==> src/rtl/pipe_stage_reg.sv <==
// Generic pipeline stage register with valid/ready handshake, flush and
// optional two-entry skid buffer for registered back-pressure.
module pipe_stage_reg #(
    parameter int PC_W = 32,
    parameter int INST_W = 32,
    parameter int PAYLOAD_W = 128,
    parameter int SKID = 0,
    parameter logic [INST_W-1:0] NOP_INST = INST_W'(32'h00000013)
) (
    input  logic                 i_Clk,
    input  logic                 i_reset_n,
    input  logic                 i_valid,
    output logic                 o_ready,
    input  logic [PC_W-1:0]      i_pc,
    input  logic [INST_W-1:0]    i_inst,
    input  logic [PAYLOAD_W-1:0] i_payload,
    input  logic                 i_flush,
    output logic                 o_valid,
    input  logic                 i_ready,
    output logic [PC_W-1:0]      o_pc,
    output logic [INST_W-1:0]    o_inst,
    output logic [PAYLOAD_W-1:0] o_payload,
    output logic [1:0]           o_count
);

    logic                 skid_v;
    logic [PC_W-1:0]      skid_pc;
    logic [INST_W-1:0]    skid_inst;
    logic [PAYLOAD_W-1:0] skid_payload;

    logic in_xfer;
    logic out_xfer;
    logic main_ld;
    logic main_pop;
    logic main_clr;
    logic skid_ld;

    // With the skid buffer, ready is a pure flop output: free unless full.
    generate
        if (SKID != 0) begin : g_skid
            assign o_ready = !skid_v;
        end else begin : g_noskid
            assign o_ready = !o_valid | i_ready;
        end
    endgenerate

    assign in_xfer  = i_valid & o_ready;
    assign out_xfer = o_valid & i_ready;
    assign o_count  = {skid_v, o_valid & !skid_v};

    always_comb begin
        main_ld  = 1'b0;
        main_pop = 1'b0;
        main_clr = 1'b0;
        skid_ld  = 1'b0;
        if (SKID == 0) begin
            if (in_xfer) main_ld = 1'b1;
            else if (out_xfer) main_clr = 1'b1;
        end else if (skid_v) begin
            if (out_xfer) main_pop = 1'b1;
        end else if (in_xfer && o_valid && !out_xfer) begin
            skid_ld = 1'b1;
        end else if (in_xfer) begin
            main_ld = 1'b1;
        end else if (out_xfer) begin
            main_clr = 1'b1;
        end
    end

    always_ff @(posedge i_Clk or negedge i_reset_n) begin
        if (!i_reset_n) begin
            o_valid      <= 1'b0;
            o_pc         <= '0;
            o_inst       <= NOP_INST;
            o_payload    <= '0;
            skid_v       <= 1'b0;
            skid_pc      <= '0;
            skid_inst    <= NOP_INST;
            skid_payload <= '0;
        end else if (i_flush) begin
            o_valid      <= 1'b0;
            o_pc         <= '0;
            o_inst       <= NOP_INST;
            o_payload    <= '0;
            skid_v       <= 1'b0;
            skid_pc      <= '0;
            skid_inst    <= NOP_INST;
            skid_payload <= '0;
        end else begin
            if (main_ld) begin
                o_valid   <= 1'b1;
                o_pc      <= i_pc;
                o_inst    <= i_inst;
                o_payload <= i_payload;
            end else if (main_pop) begin
                o_pc      <= skid_pc;
                o_inst    <= skid_inst;
                o_payload <= skid_payload;
            end else if (main_clr) begin
                o_valid   <= 1'b0;
                o_pc      <= '0;
                o_inst    <= NOP_INST;
                o_payload <= '0;
            end
            if (skid_ld) begin
                skid_v       <= 1'b1;
                skid_pc      <= i_pc;
                skid_inst    <= i_inst;
                skid_payload <= i_payload;
            end else if (main_pop) begin
                skid_v       <= 1'b0;
                skid_pc      <= '0;
                skid_inst    <= NOP_INST;
                skid_payload <= '0;
            end
        end
    end

endmodule

==> config.mk <==
export PLATFORM = sky130hd
export DESIGN_NAME = pipe_stage_reg
export DESIGN_NICKNAME = d
export VERILOG_FILES = /design/src/rtl/pipe_stage_reg.sv
export SDC_FILE = /design/constraint.sdc
export NUM_CORES = 1
export LEC_CHECK = 0
export BUFFER_PORTS_ARGS = -buffer_cell sky130_fd_sc_hd__buf_4
export CAP_MARGIN = 40
export CORE_AREA = 5 5 149 151
export CTS_BUF_LIST = sky130_fd_sc_hd__clkbuf_16
export CTS_CLUSTER_SIZE = 25
export DETAILED_ROUTE_END_ITERATION = 10
export DIE_AREA = 0 0 154 156
export PLACE_DENSITY = 0.91
export SLEW_MARGIN = 20
export SYNTH_ARGS = -nofsm -noshare
export SYNTH_HDL_FRONTEND = slang
export SYNTH_SLANG_ARGS = --single-unit
==> constraint.sdc <==
create_clock -name i_Clk -period 2.65 [get_ports i_Clk]
set_clock_uncertainty 0.2 [all_clocks]
set_input_delay 0.3975 -clock i_Clk [delete_from_list [all_inputs] [get_ports i_Clk]]
set_output_delay 0.3975 -clock i_Clk [all_outputs]
set_load 0.03 [all_outputs]
After elaboration in Yosys (flattened, before gate mapping)
Index checks and enable logic that the tools add are counted.
{"block": "classes", "magnitude_cmp": 0, "multipliers": 0, "shifts": 0, "n_reduce_logical": 2, "n_addsub": 0, "n_mux": 15, "n_bitwise": 3, "n_eq_ne": 0, "n_div": 0}
{"op": "$mux W128", "n": 3}
{"op": "$mux W32", "n": 6}
{"op": "$mux W1", "n": 6}
{"op": "$reduce_bool A3 Y1", "n": 1}
{"op": "$and A1 B1 Y1", "n": 2}
{"op": "$logic_not A1 Y1", "n": 1}
{"op": "$or A1 B1 Y1", "n": 1}
{"block": "word_totals", "latch_bits": 0, "reg_bits": 193, "inputBits": 197, "n_memories": 0, "ram_bits": 0, "elab_cells": 24, "romBits": 0, "output_inout_bits": 196}

Depth between registers and ports, before layout
{"block": "depth", "word_depth": 7, "depth_mapped": 5, "ltp_nobuf": 3}

Worst setup path before layout
No wires, ideal clock.
{"block": "synth_timing", "path_type": "flip-flop to output port", "startpoint": "register o_valid", "endpoint": "output port o_ready", "path_stages_with_launch": 5, "required_time_ns": 2.053, "arrival_time_ns": 1.147, "slack_ns": 0.905, "path_buffers": 2, "cell_sequence": "dfrtp_1 nor2b_1 buf_6 buf_4 inv_2"}
{"block": "synth_via", "elab_chain_cells": 2}
{"element": "start, declared", "line": "18", "source": "output logic o_valid,"}
{"element": "start signal, assigned", "line": "72", "source": "o_valid <= 1'b0;"}
{"element": "start signal, assigned", "line": "81", "source": "o_valid <= 1'b0;"}
{"element": "start signal, assigned", "line": "91", "source": "o_valid <= 1'b1;"}
{"element": "$logic_not A1 Y1", "line": "43", "source": "assign o_ready = !o_valid | i_ready;"}
{"element": "$or A1 B1 Y1", "line": "43"}
{"element": "end, declared", "line": "13", "source": "output logic o_ready,"}
No other way between the ends.

Worst setup path after layout
Same ends and word-level chain as after synthesis.

==> reports/qor.yml <==
vdd_drop_max_uv: 401
fp-row-count: 53
power_switching_mw: 2.34
cp_top_family: "flip-flops"
overflow: 0
cts_tree: "done"
p_seq_frac: 0.433
holdCritPathClass: "input port to flop"
start_util: 0.498
cp_max_fo: 5
p_leak_nw: 6.16
instances_no_fill: 1501
insertion_delay_ps: 420
dp_cells: 1468
post-cts-setup-buffers: 0
arrival_ps: 1430
intPower_mw: 5.12
cts_root_buf: "clkbuf_16"
hold_viol: 0
clkTransAtPathRegs_ps: 80
syn_nets: 1080
place.gp.congestion: 0.846
avgViaCountPerCell: 5.63
wl_um: 30500
max_slew_margin: 0.517
clockPowerShare: 0.330
yosys_warnings: 0
cp_cell_sequence: "nor2b_4 -> inv_2 -> buf_4"
cp_num_buf_inv: 2
first_pass_iters: 4
combPwrFrac: 0.237
port_buffers: 391
syn2layout_area_growth_pct: 35.8
htree_levels: 4
max_stage_delay_ps: 460
syn_avg_cell_area_um2: 11.7
status: "complete, no violations"
grt_pass1_vias: 8850
setup-violations-final: 0
syn_area_mm2: 0.0103
antenna_found_initial: 0
yosysUniqueCellTypes: 19
ys_seq_elements: 193
core_mm2: 0.0207
startpoint_type: "flop"
power_density_mw_per_mm2: 533
tightest_slew_ps: 725
synth.yosys.seq_area_share: 0.469
fmax_ghz: 0.494
drtIter0Drc: 409
cts.path.max_buffers: 2
postRouteAntennaNets: 0
layout-drive-gt1-share: 0.458
total_power_mw: 7.46
cts_made_buffers: 17
path_class: "flop to primary output"
fp.dieH_um: 156
end_kind: "primary output"
rsz0062_at_grt: "false"
avgRoutedWirePerCell_um: 20.3
slowest_stage: "dfrtp_1"
required_ps: 2050
dpl.hpwl_um: 21500
grt_use_total: 0.245
grt_pass1_wl_um: 47900
drv_cap: 0
cts_sinks: 193
min_period_over_period: 0.764
fp.dieW_um: 154
postCtsHoldBufs: 1
slew_viol_final: 0
ios: 393
nets: 1410
swShare: 0.314
grt_max_degree: 99
insertedDiodeCount: 0
netlist_instances: 883
drc: 0
fin_crit_ps: 2020
die-area_mm2: 0.0240
dr_total_vias: 8452
ctsResizeCount: 0
setup_tns_ps: 0
==> Yosys cell counts <==
cell type | count | share of area
clkbuf_4 | 5 | 0.0036
conb_1 | 1 | 0.00036
o32ai_1 | 80 | 0.068
a32oi_1 | 3 | 0.0025
inv_2 | 2 | 0.00073
buf_6 | 6 | 0.0066
clkbuf_1 | 51 | 0.019
buf_4 | 7 | 0.0051
mux2_4 | 1 | 0.0015
buf_1 | 1 | 0.00036
o32ai_2 | 109 | 0.17
nand2b_1 | 378 | 0.23
nor2_1 | 6 | 0.0022
buf_2 | 37 | 0.018
nor2b_1 | 1 | 0.00061
dfstp_2 | 3 | 0.0076
dfrtp_1 | 190 | 0.46
mux2i_1 | 1 | 0.00097
a21oi_1 | 1 | 0.00049
==> registers in the layout, indices dropped and copies added (netlist names) <==
name	flops
o_payload	128
o_pc	32
o_inst	32
o_valid	1
==> power by group through the flow <==
| stage | clock network (mW) | logic (mW) | registers [mW] |
|---|---|---|---|
| floorplan | 0 | 0.683 | 3.61 |
| global placement | 0 | 1.74 | 3.28 |
| detailed placement | 0 | 1.78 | 3.28 |
| CTS | 2.52 | 1.78 | 3.23 |
| global route | 2.63 | 1.87 | 3.25 |
| finish | 2.47 | 1.77 | 3.23 |
==> worst reg2reg max path, cell delays in order (launching register included) <==
cell	delay, ps
dfrtp_1	450
mux2_8	590
buf_4	390
o32ai_2	110
==> layout by cell type (no fill, tap or decap), drive strengths merged <==
cell,instances
a21oi,1
a32oi,3
buf,416
clkbuf,18
clkinv,8
clkinvlp,1
conb,1
dfrtp,190
dfstp,3
dlygate4sd3,1
inv,8
mux2,1
mux2i,1
nand2b,378
nor2,6
nor2b,1
o32ai,189
==> final timing paths <==
check                                       from                          to  slack, ps  cells past startpoint
setup / recovery             o_valid$_DFFE_PN0P_                     o_ready        630                      3
hold / removal                           i_valid       o_inst[4]$_DFFE_PN1P_         30                      2
setup reg to reg             o_valid$_DFFE_PN0P_   o_payload[80]$_DFFE_PN0P_        770                      3
hold reg to reg            o_inst[0]$_DFFE_PN1P_       o_inst[0]$_DFFE_PN1P_        350                      2
max in group asynchronous              i_reset_n   o_payload[41]$_DFFE_PN0P_       1110                      3
min in group asynchronous              i_reset_n  o_payload[114]$_DFFE_PN0P_        370                      2
==> through the flow <==
| step | utilization | instance area (µm²) | setup slack (ps) | hold WS [ps] |
|---|---|---|---|---|
| global placement | 0.649 | 13400 | 783 | 267 |
| CTS | 0.676 | 14000 | 601 | 4.00 |
| detailed placement | 0.649 | 13400 | 775 | 269 |
| finish | 0.676 | 14000 | 627 | 25.7 |
| global route | 0.676 | 14000 | 553 | 7.68 |
| floorplan | - | 10300 | 905 | -98.1 |
==> kinds of logic (layout without fill, tap and decap cells) <==
family,count (synthesis),count (layout),share of synthesized area
and+or+nand+nor,385,385,0.232
AOI/OAI and AO/OA,193,193,0.243
DFF,193,193,0.469
buffers and inverters,109,452,0.0529
muxes,2,2,0.00243
other,1,1,0.000364
==> routing by layer <==
| layer | track usage | part of all wire | up-vias |
|---|---|---|---|
| met5 | 0 | 0 | - |
| met4 | 0.106 | 0.037 | 0 |
| met3 | 0.0652 | 0.080 | 70 |
| met2 | 0.408 | 0.49 | 391 |
| met1 | 0.301 | 0.39 | 4172 |
| li1 | - | - | 3819 |
==> final cells by class <==
| class | instances | area [µm²] |
|---|---|---|
| Tap cell | 275 | 344 |
| Multi-Input combinational cell | 581 | 4950 |
| Sequential cell | 193 | 4830 |
| Timing Repair Buffer | 418 | 3300 |
| Fill cell | 1511 | 6700 |
| Clock inverter | 15 | 130 |
| Clock buffer | 17 | 425 |
| Inverter | 2 | 15.0 |
No activity file was read; power rests on OpenSTA's default activity.
